$ cat src/rtl/reg_scoreboard_bank_if.sv
// Bundle of the register/scoreboard bank's operand-read, writeback, issue and debug signals.
// The master side drives requests; the slave side is the bank itself.
interface reg_scoreboard_bank_if #(
  parameter int unsigned DWIDTH = 16,
  parameter int unsigned RAW    = 2
);
  localparam int unsigned NREG = 2 ** RAW;

  logic              en_in;
  logic [RAW-1:0]    rs1_addr;
  logic [RAW-1:0]    rs2_addr;
  logic              rs1_used;
  logic              rs2_used;
  logic [DWIDTH-1:0] rs1_data;
  logic [DWIDTH-1:0] rs2_data;
  logic              wr_en;
  logic [RAW-1:0]    wr_addr;
  logic [DWIDTH-1:0] wr_data;
  logic              iss_en;
  logic [RAW-1:0]    iss_rd;
  logic              stall;
  logic [NREG-1:0]   pend_vec;
  logic [RAW-1:0]    dbg_addr;
  logic [DWIDTH-1:0] dbg_data;

  modport master (
    output en_in, rs1_addr, rs2_addr, rs1_used, rs2_used, wr_en, wr_addr, wr_data,
           iss_en, iss_rd, dbg_addr,
    input  rs1_data, rs2_data, stall, pend_vec, dbg_data
  );

  modport slave (
    input  en_in, rs1_addr, rs2_addr, rs1_used, rs2_used, wr_en, wr_addr, wr_data,
           iss_en, iss_rd, dbg_addr,
    output rs1_data, rs2_data, stall, pend_vec, dbg_data
  );
endinterface

$ cat src/rtl/reg_scoreboard_bank.sv
// Register bank with write-through bypass and a pending-write scoreboard for issue stalls.
// Define REG_ZERO_EN to make register 0 a hardwired zero that never goes pending.
module reg_scoreboard_bank #(
  parameter int unsigned DWIDTH = 16,
  parameter int unsigned RAW    = 2
) (
  input  logic                 clk,
  input  logic                 rst_n,
  reg_scoreboard_bank_if.slave bus
);
  localparam int unsigned NREG = 2 ** RAW;

  logic [DWIDTH-1:0] regs_q [NREG];
  logic [NREG-1:0]   pend_q, pend_d;
  logic              wb, wb_eff, set_ok;
  logic              byp1, byp2, byp_rd;
  logic              hazard_1, hazard_2, waw, issue;

  assign wb = bus.wr_en & bus.en_in;

`ifdef REG_ZERO_EN
  // Writes to x0 are dropped so it stays zero; with no bypass it also reads zero.
  assign wb_eff = wb & (bus.wr_addr != '0);
  assign set_ok = (bus.iss_rd != '0);
`else
  assign wb_eff = wb;
  assign set_ok = 1'b1;
`endif

  assign byp1   = wb_eff & (bus.wr_addr == bus.rs1_addr);
  assign byp2   = wb_eff & (bus.wr_addr == bus.rs2_addr);
  assign byp_rd = wb_eff & (bus.wr_addr == bus.iss_rd);

  assign bus.rs1_data = byp1 ? bus.wr_data : regs_q[bus.rs1_addr];
  assign bus.rs2_data = byp2 ? bus.wr_data : regs_q[bus.rs2_addr];
  assign bus.dbg_data = regs_q[bus.dbg_addr];

  // A same-cycle writeback to the pending register resolves the hazard.
  assign hazard_1  = bus.rs1_used & pend_q[bus.rs1_addr] & ~byp1;
  assign hazard_2  = bus.rs2_used & pend_q[bus.rs2_addr] & ~byp2;
  assign waw       = pend_q[bus.iss_rd] & ~byp_rd;
  assign bus.stall = ~bus.en_in | (bus.iss_en & (hazard_1 | hazard_2 | waw));
  assign issue     = bus.iss_en & bus.en_in & ~bus.stall;

  assign bus.pend_vec = pend_q;

  // Set is applied after clear so a same-register issue wins over the writeback.
  always_comb begin
    pend_d = pend_q;
    if (wb_eff) begin
      pend_d[bus.wr_addr] = 1'b0;
    end
    if (issue && set_ok) begin
      pend_d[bus.iss_rd] = 1'b1;
    end
  end

  always_ff @(posedge clk or negedge rst_n) begin
    if (!rst_n) begin
      pend_q <= '0;
    end else if (bus.en_in) begin
      pend_q <= pend_d;
    end
  end

  always_ff @(posedge clk or negedge rst_n) begin
    if (!rst_n) begin
      for (int i = 0; i < NREG; i++) begin
        regs_q[i] <= '0;
      end
    end else if (wb_eff) begin
      regs_q[bus.wr_addr] <= bus.wr_data;
    end
  end
endmodule

$ cat src/flat_wrapper.sv
// flat-port wrapper written by rule: the top's interface ports become plain ports
module reg_scoreboard_bank_flat 
#(
  parameter int unsigned DWIDTH = 16,
  parameter int unsigned RAW    = 2
)
  (clk, rst_n, bus_en_in, bus_rs1_addr, bus_rs2_addr, bus_rs1_used, bus_rs2_used, bus_wr_en, bus_wr_addr, bus_wr_data, bus_iss_en, bus_iss_rd, bus_dbg_addr, bus_rs1_data, bus_rs2_data, bus_stall, bus_pend_vec, bus_dbg_data);
  reg_scoreboard_bank_if #(.DWIDTH(DWIDTH), .RAW(RAW)) bus_i ();
  input  logic clk;
  input  logic rst_n;
  input wire logic [$bits(bus_i.en_in)-1:0] bus_en_in;
  input wire logic [$bits(bus_i.rs1_addr)-1:0] bus_rs1_addr;
  input wire logic [$bits(bus_i.rs2_addr)-1:0] bus_rs2_addr;
  input wire logic [$bits(bus_i.rs1_used)-1:0] bus_rs1_used;
  input wire logic [$bits(bus_i.rs2_used)-1:0] bus_rs2_used;
  input wire logic [$bits(bus_i.wr_en)-1:0] bus_wr_en;
  input wire logic [$bits(bus_i.wr_addr)-1:0] bus_wr_addr;
  input wire logic [$bits(bus_i.wr_data)-1:0] bus_wr_data;
  input wire logic [$bits(bus_i.iss_en)-1:0] bus_iss_en;
  input wire logic [$bits(bus_i.iss_rd)-1:0] bus_iss_rd;
  input wire logic [$bits(bus_i.dbg_addr)-1:0] bus_dbg_addr;
  output wire logic [$bits(bus_i.rs1_data)-1:0] bus_rs1_data;
  output wire logic [$bits(bus_i.rs2_data)-1:0] bus_rs2_data;
  output wire logic [$bits(bus_i.stall)-1:0] bus_stall;
  output wire logic [$bits(bus_i.pend_vec)-1:0] bus_pend_vec;
  output wire logic [$bits(bus_i.dbg_data)-1:0] bus_dbg_data;
  assign bus_i.en_in = bus_en_in;
  assign bus_i.rs1_addr = bus_rs1_addr;
  assign bus_i.rs2_addr = bus_rs2_addr;
  assign bus_i.rs1_used = bus_rs1_used;
  assign bus_i.rs2_used = bus_rs2_used;
  assign bus_i.wr_en = bus_wr_en;
  assign bus_i.wr_addr = bus_wr_addr;
  assign bus_i.wr_data = bus_wr_data;
  assign bus_i.iss_en = bus_iss_en;
  assign bus_i.iss_rd = bus_iss_rd;
  assign bus_i.dbg_addr = bus_dbg_addr;
  assign bus_rs1_data = bus_i.rs1_data;
  assign bus_rs2_data = bus_i.rs2_data;
  assign bus_stall = bus_i.stall;
  assign bus_pend_vec = bus_i.pend_vec;
  assign bus_dbg_data = bus_i.dbg_data;
  reg_scoreboard_bank #(.DWIDTH(DWIDTH), .RAW(RAW)) u_core (.clk(clk), .rst_n(rst_n), .bus(bus_i));
endmodule
$ cat config.mk
export PLATFORM = sky130hd
export DESIGN_NAME = reg_scoreboard_bank_flat
export DESIGN_NICKNAME = d
export VERILOG_FILES = /design/src/rtl/reg_scoreboard_bank_if.sv /design/src/rtl/reg_scoreboard_bank.sv /design/src/flat_wrapper.sv
export SDC_FILE = /design/constraint.sdc
export NUM_CORES = 1
export LEC_CHECK = 0
export ABC_CLOCK_PERIOD_IN_PS = 1910
export CORE_MARGIN = 4
export CORE_UTILIZATION = 42
export DETAILED_ROUTE_END_ITERATION = 8
export GPL_TIMING_DRIVEN = 0
export PLACE_DENSITY = 0.67
export SLEW_MARGIN = 20
export SYNTH_ARGS = -nofsm -noshare
export SYNTH_HDL_FRONTEND = slang
export SYNTH_SLANG_ARGS = --single-unit
export TNS_END_PERCENT = 10
$ cat constraint.sdc
create_clock -name clk -period 1.91 [get_ports clk]
set_input_delay 0.191 -clock clk [delete_from_list [all_inputs] [get_ports clk]]
set_output_delay 0.191 -clock clk [all_outputs]
set_load 0.005 [all_outputs]
### Word-level counts from Yosys, hierarchy flattened

Cells that the tools add are included.

* bits in registers: 68
* latch bits: 0
* memory bits (writable): 0
* bits in read-only memories: 0
* bits of input ports: 33
* output and inout port bits: 53
* logic and storage cells: 75
* memories kept: 0

* add/sub/neg operators: 0
* $mul: 0
* divide/modulo/power cells: 0
* $lt $le $gt $ge: 11
* equality and inequality tests: 3
* shift-type cells: 0
* mux-type cells: 26
* bitwise logic cells: 27
* reduce and logical (&&, ||, !) cells: 3

Operators with widths (number)
* $mux W16: 9
* $bmux W16 S2: 3
* $bwmux W64: 1
* $demux W16 S2: 1
* $and A1 B1 Y1: 12
* $ge A3 B3 Y1 const B: 4
* $lt A2 B3 Y1 const B: 4
* $not A2 Y3: 4
* $mux W4: 2
* $bmux W1 S2: 3
* $eq A2 B2 Y1: 3
* $mux W1: 5
* $not A1 Y1: 5
* $and A4 B4 Y4: 1
* $demux W1 S2: 2
* $ge A2 B1 Y1 const B: 2
* $not A4 Y4: 1
* $or A4 B4 Y4: 1
* $logic_and A1 B1 Y1: 3
* $lt A3 B1 Y1 const B: 1
* $or A1 B1 Y1: 3

### Logic depth before layout (Yosys ltp)

Gate-level depths: netlist of the first run.

* word-level depth: 11
* mapped depth: 5
* depth with buffers taken out: 4

### Least setup slack after synthesis of the first run

Ideal clock, no wire load.

* kind: input port to output port
* start: in bus_rs2_addr[1]
* end: out bus_rs2_data[10]
* data arrival time: 1.424 ns
* required time: 1.719 ns
* slack: 0.295 ns
* stages: 5
* buffers on the path: 2
* path through: buf_2 xor2_1 nor3_4 buf_4 mux2_2

* word-level cells in the longest chain between the ends: 5
* elaborated cells on any way between the ends: 7
* those cells by class: 1 x eq/ne; 4 x mux; 2 x bitwise

Ends and longest elaborated chain
* start: declaration: line flat_wrapper.sv:13 `input wire logic [$bits(bus_i.rs2_addr)-1:0] bus_rs2_addr;`
* $not A2 Y3 (not written as such): line reg_scoreboard_bank.sv:35 `assign bus.rs2_data = byp2 ? bus.wr_data : regs_q[bus.rs2_addr];`
* $bmux W16 S2: line reg_scoreboard_bank.sv:35
* $mux W16 (not written as such) (2 in series): line reg_scoreboard_bank.sv:35
* $mux W16 *: line reg_scoreboard_bank.sv:35
* end: declaration: line flat_wrapper.sv:23 `output wire logic [$bits(bus_i.rs2_data)-1:0] bus_rs2_data;`

Every way passes the cells marked *; elsewhere a longest branch is shown, timed or not. The select of a mux whose other input is x is not followed.

### Worst setup path after layout of the first run

* start: reg u_core.pend_q[2] (netlist: u_core.bus.pend_vec[2])
* end: out bus_stall

* word-level cells in the longest chain between the ends: 8
* elaborated cells on any way between the ends: 15
* those cells by class: 6 x mux; 9 x bitwise

Ends and longest elaborated chain
* start: declaration: line reg_scoreboard_bank.sv:14 `logic [NREG-1:0] pend_q, pend_d;`
* start signal: assignment: line reg_scoreboard_bank.sv:62 `pend_q <= pend_d;`
* $bmux W1 S2, on equally long branches: line reg_scoreboard_bank.sv:39, reg_scoreboard_bank.sv:40
* $mux W1, on equally long branches: line reg_scoreboard_bank.sv:39, reg_scoreboard_bank.sv:40
* $and A1 B1 Y1, on equally long branches (2 in series): line reg_scoreboard_bank.sv:39, reg_scoreboard_bank.sv:40
* $or A1 B1 Y1: line reg_scoreboard_bank.sv:42 `assign bus.stall = ~bus.en_in | (bus.iss_en & (hazard_1 | hazard_2 | waw));`
* $or A1 B1 Y1 *: line reg_scoreboard_bank.sv:42
* $and A1 B1 Y1 *: line reg_scoreboard_bank.sv:42
* $or A1 B1 Y1 *: line reg_scoreboard_bank.sv:42
* end: declaration: line flat_wrapper.sv:24 `output wire logic [$bits(bus_i.stall)-1:0] bus_stall;`

Marks and branches as above.

==> results.toml, run 1 <==
[worst_setup_path]
cpLargestDelayFamily = "multiplexers"
r2r_end = "u_core.bus.pend_vec[1]"
r2r_setup_slack_ns = 0.32
path_class = "flop to output port"
path_max_fanout = 5
worstReg2RegStart = "u_core.bus.pend_vec[2]"
end_kind = "output port"
crit_required_ns = 1.72
crit_chain = "mux4_2 > o311ai_4 > and3_4 > o21ai_2 > buf_2"
cp.arrival_ns = 1.74
start_kind = "flop"
cp_slowest_cell = "mux4_2"
critPathMaxStageDelay_ns = 0.52
r2r_cells = 5
crit_buf_inv = 1

[power_and_ir_drop]
totalPowerFinal_mw = 5.44
p_per_area_nw_per_um2 = 939
p_leak_nw = 2.50
peakVddDrop_uv = 514

[synthesis]
yosysTopAreaCellShare_pct = 39.4
ys_warn_count = 0
yosysSeqAreaShare_pct = 39.4
synth_area_per_cell_sq_um = 16.3
netlist_top_cells_area = "dfrtp_1, mux2_2, mux4_2, mux4_1, xor2_1"
netlist_area_sq_um = 4320
syn-num-nets = 298
synth_top_area_cell = "dfrtp_1"
synthCells = 265
synth_seq_cells = 68
netlist-cell-type-count = 23

[clock_network]
cts_tree = "built"
cts_root_buf = "clkbuf_8"
clock_sinks = 68
cts_made_buffers = 9
cts.htree.levels = 3
clk_pin_slew_ns = 0.07
clk_path_buf_depth = 2
worstSkewPairLatency_ns = 0.33

[sta]
max_slew_margin_pct = 55.7
rsz0062_at_grt = "true"
fin_skew_ns = 0.00244
period_needed_ns = 1.93
hold_viol_final = 0
setup_ws_ns = -0.0181
worstMarginPinSlew_ns = 0.663
fin_crit_sh_pct = 101
finalSetupViolCount = 3
fmax_mhz = 519
slew_viol_final = 0

[detailed_routing]
vias = 3064
wl_met1_um = 5020
route.detailed.drc = 0
wl_per_cell_um = 21.1
wl_met2_um = 5700
drtPass1Iterations = 4
first_iter_violations = 157
vias_per_cell = 5.67
wl_met3_um = 601
top_layer = "met4"
routed_wl_um = 11400
postRouteAntennaNets = 0

[global_routing]
grt_max_degree = 37
grt_overflow = 0
antenna_found_initial = 0
gr-usage-all-layers_pct = 20.3
grt_pass1_vias = 3218
grt_pass1_wl_um = 18100

[place]
portBuffers = 77
placed_area_sq_um = 5280
pre_cts_slack_ns = -0.883
place_hpwl_um = 7390
place.gp.congestion = 0.744

[layout]
nets = 436
areaGrowthSynthToFinish_pct = 34.0
final_common_cell = "mux2_2"
final_cell_area_sq_um = 5800
final_cell_mix = "mux2_2, dfrtp_1, mux4_2"
utilization_pct = 58.5
drive_above_1_share_pct = 67.1
antenna_cells = 0

[die]
fp.dieH_um = 109
coreArea_sq_um = 9910
die_x_um = 109
num_io_pins = 86
row_count = 36
start_util_pct = 43.6
die_area_sq_um = 12000

[run_status]
outcome = "complete, but fails checks"
violations = "negative setup slack"

[job]
drv_cap = 0

[worst_hold_path]
hold_class = "input port to asynchronous set/reset pin"
-- routing by layer --
metal	vias to the layer above	GRT usage (%)
met2	98	33.1
met5	-	0
met3	5	3.88
met1	1610	28.9
met4	0	3.74
li1	1351	-
-- stage by stage --
step                      TNS, ns  instances  hold slack (ns)
after floorplan                 0        265           -0.105
after global placement    -148.81        475            0.521
after detailed placement   -36.86        476            0.168
after CTS                   -1.26        535            0.351
after global routing       -0.689        540            0.389
final                     -0.0290        540            0.356
-- synth_stat cells --
| library cell | n |
|---|---|
| a32o_1 | 4 |
| o21ai_0 | 1 |
| nand4_1 | 1 |
| and3_4 | 1 |
| buf_6 | 1 |
| dfrtp_1 | 68 |
| nand2_2 | 2 |
| inv_1 | 2 |
| mux4_2 | 45 |
| nor3_4 | 3 |
| o31ai_1 | 1 |
| clkbuf_1 | 4 |
| buf_4 | 5 |
| buf_2 | 9 |
| o311ai_1 | 2 |
| nand4b_2 | 1 |
| mux4_1 | 6 |
| xor2_1 | 6 |
| clkbuf_2 | 1 |
| and2_1 | 2 |
| nor2_1 | 2 |
| mux2_2 | 96 |
| nor2b_1 | 2 |
-- power breakdown --
group          total [mW]  internal [mW]  switching [mW]
clock network        1.04          0.533           0.507
registers            2.04           1.78           0.264
logic                2.36           1.58           0.785
total                5.44           3.88            1.56
-- worst register-to-register path: cells and delay by family, from the launching register on --
| kind | cells | cell delay (ns) |
|---|---|---|
| AOI/OAI and AO/OA | 2 | 0.24 |
| and+or+nand+nor | 1 | 0.22 |
| muxes | 1 | 0.52 |
| DFF | 1 | 0.42 |
| buffers and inverters | 1 | 0.13 |
-- sequential cells by signal (all words and copies together) (netlist names) --
register / count
u_core.regs_q: 64
u_core.bus.pend_vec: 4
-- cell families after synthesis --
family | count (synthesis) | synth area share (%)
AO/OA/AOI/OAI | 8 | 1.62
XOR/XNOR | 6 | 1.22
buffers and inverters | 22 | 2.81
flip-flops | 68 | 39.4
multiplexers | 147 | 52.1
AND/OR/NAND/NOR | 14 | 2.92
-- worst max path at each step --
stage                                start                end  cells past startpoint
floorplan                  bus_rs2_addr[1]   bus_rs2_data[10]                      5
global placement                     rst_n  u_core.regs_q[41]                      1
detailed placement               bus_en_in    bus_rs1_data[6]                      6
CTS                       u_core.regs_q[3]    bus_rs1_data[3]                      4
global route        u_core.bus.pend_vec[2]          bus_stall                      5
finish              u_core.bus.pend_vec[2]          bus_stall                      5
-- cell type report --
cell class / instances / area (sq um)
well taps: 133 / 166
repair buffers: 127 / 1060
inverters: 2 / 7.51
fillers: 826 / 4110
multi-input cells: 175 / 2550
plain buffers: 20 / 144
flip-flops and latches: 68 / 1700
clock inverters: 2 / 10.0
clock buffers: 13 / 159
-- timing repair --
| action | in CTS | in global routing |
|---|---|---|
| resized for setup | 105 | 69 |
| endpoints found under the setup margin | 43 | 36 |
| pin swaps | 3 | 3 |
| cloned | 1 | 0 |
| buffers inserted | 42 | 5 |
| hold buffers | 1 | 0 |
| hold endpoints to repair | 32 | 0 |
Power figures use the tool's default switching activity.
==> inputs of run 2 (changes only) <==
SLEW_MARGIN = not set   (was 20)
==> run 2 against run 1 <==
  * The flow still finishes with violations (negative setup slack)
  * Non-clock buffer count decreased by 5
  * Cell count shrank 0.74%
  * Clock skew rose by 0.00074 ns
  * Critical path depth is 2 lower
  * Flip-flop and latch count stayed put
  * Combinational power decreased by 4%
  * Critical path type unchanged
==> results.toml, run 2 (synthesis gave the netlist of run 1 again) <==
[run_status]
outcome = "complete, but fails checks"
violations = "negative setup slack"

[global_routing]
gr-usage-all-layers_pct = 20.3
grt_pass1_wl_um = 18000
grt_pass1_vias = 3247
grt_max_degree = 69
grt_overflow = 0
antenna_found_initial = 0

[clock_network]
clk_pin_slew_ns = 0.08
worstSkewPairLatency_ns = 0.35
cts_root_buf = "clkbuf_8"
clock_sinks = 68
cts_tree = "built"
cts.htree.levels = 3
clk_path_buf_depth = 2
cts_made_buffers = 9

[worst_setup_path]
path_max_fanout = 4
crit_required_ns = 1.72
crit_chain = "mux4_2 > mux2_2 > dlygate4sd2_1"
cp.arrival_ns = 1.79
start_kind = "flop"
cp.depth = 3
cpLargestDelayFamily = "multiplexers"
crit_buf_inv = 1
critPathMaxStageDelay_ns = 0.49
end_kind = "output port"
path_class = "flop to output port"
cp_slowest_cell = "mux4_2"
r2r_cells = 6
r2r_setup_slack_ns = 0.26

[sta]
period_needed_ns = 1.98
fin_crit_sh_pct = 104
slew_viol_final = 0
hold_viol_final = 0
setup_ws_ns = -0.0709
worstMarginPinSlew_ns = 0.867
finalSetupViolCount = 8
max_slew_margin_pct = 42.2
rsz0062_at_grt = "true"
fmax_mhz = 505
fin_skew_ns = 0.00319

[layout]
final_cells = 536
nets = 431
largest_reg_flops = 64
final_cell_mix = "mux2_2, dfrtp_1, mux4_2"
drive_above_1_share_pct = 66.5
final_common_cell = "mux2_2"
antenna_cells = 0
areaGrowthSynthToFinish_pct = 33.5
max_flop_register = "u_core.regs_q"

[place]
portBuffers = 77
place_inst = 475
place.gp.congestion = 0.744
place_hpwl_um = 7320

[detailed_routing]
first_iter_violations = 112
vias = 3052
postRouteAntennaNets = 0
routed_wl_um = 11400
vias_per_cell = 5.69
route.detailed.drc = 0
drtPass1Iterations = 4
wl_per_cell_um = 21.2

[die]
fp.dieH_um = 109
die_x_um = 109
start_util_pct = 43.6
row_count = 36
num_io_pins = 86
coreArea_sq_um = 9910
die_area_sq_um = 12000

[power_and_ir_drop]
p_leak_nw = 2.50
peakVddDrop_uv = 559
p_per_area_nw_per_um2 = 989
totalPowerFinal_mw = 5.71

[worst_hold_path]
hold_class = "input port to flop"
whs_path_depth = 3

[job]
drv_cap = 0
==> run 2: layout make-up <==
class | instances | area [sq um]
Buffer | 20 | 149
Timing Repair Buffer | 122 | 985
Multi-Input combinational cell | 175 | 2530
Fill cell | 832 | 4140
Tap cell | 133 | 166
Sequential cell | 68 | 1700
Inverter | 2 | 7.51
Clock buffer | 11 | 151
Clock inverter | 5 | 82.6
==> run 2: what timing repair did <==
action | CTS | global route
hold endpoints to repair | 55 | 0
resized for setup | 116 | 43
endpoints found under the setup margin | 45 | 37
pin swaps | 5 | 1
setup buffers | 41 | 2
hold buffers | 1 | 0
gates cloned | 1 | 0
==> run 2: final timing paths <==
path                                         from                     end
setup / recovery                 u_core.regs_q[6]         bus_rs1_data[6]
min in group asynchronous                   rst_n        u_core.regs_q[2]
hold / removal                     bus_wr_addr[0]       u_core.regs_q[48]
max in group asynchronous                   rst_n       u_core.regs_q[10]
hold reg to reg                 u_core.regs_q[24]       u_core.regs_q[24]
setup reg to reg           u_core.bus.pend_vec[2]  u_core.bus.pend_vec[1]
==> run 2: metal layers <==
metal,track usage (%),up-vias,part of all wire (%)
met4,4.99,0,0.91
met3,3.88,9,5.4
met5,0,-,0
met2,33.9,83,51
met1,27.5,1623,42
li1,-,1337,-
==> run 2: tightest hold or removal path: cells and delay by family <==
kind          cells  cell delay [ns]
mux               1             0.23
buf+inv           1             0.20
simple gates      1             0.12
==> run 2: where the power goes <==
| part | switching (mW) | internal [mW] | total, mW | leakage (nW) |
|---|---|---|---|---|
| Combinational | 0.746 | 1.53 | 2.27 | 1.56 |
| Sequential | 0.276 | 1.77 | 2.05 | 0.818 |
| Clock | 0.575 | 0.811 | 1.39 | 0.120 |
==> run 2: through the flow <==
| step | instance area (sq um) | utilization [%] | setup WS [ns] | hold WS [ns] | setup TNS (ns) |
|---|---|---|---|---|---|
| finish | 5770 | 58.2 | -0.0709 | 0.430 | -0.198 |
| global route | 5770 | 58.2 | -0.134 | 0.436 | -0.994 |
| CTS | 5840 | 59.0 | -0.103 | 0.422 | -1.23 |
| detailed placement | 5260 | 53.1 | -0.886 | 0.367 | -37.98 |
| global placement | 5260 | 53.1 | -1.64 | 0.521 | -148.81 |
| floorplan | 4320 | - | 0.295 | -0.105 | 0 |
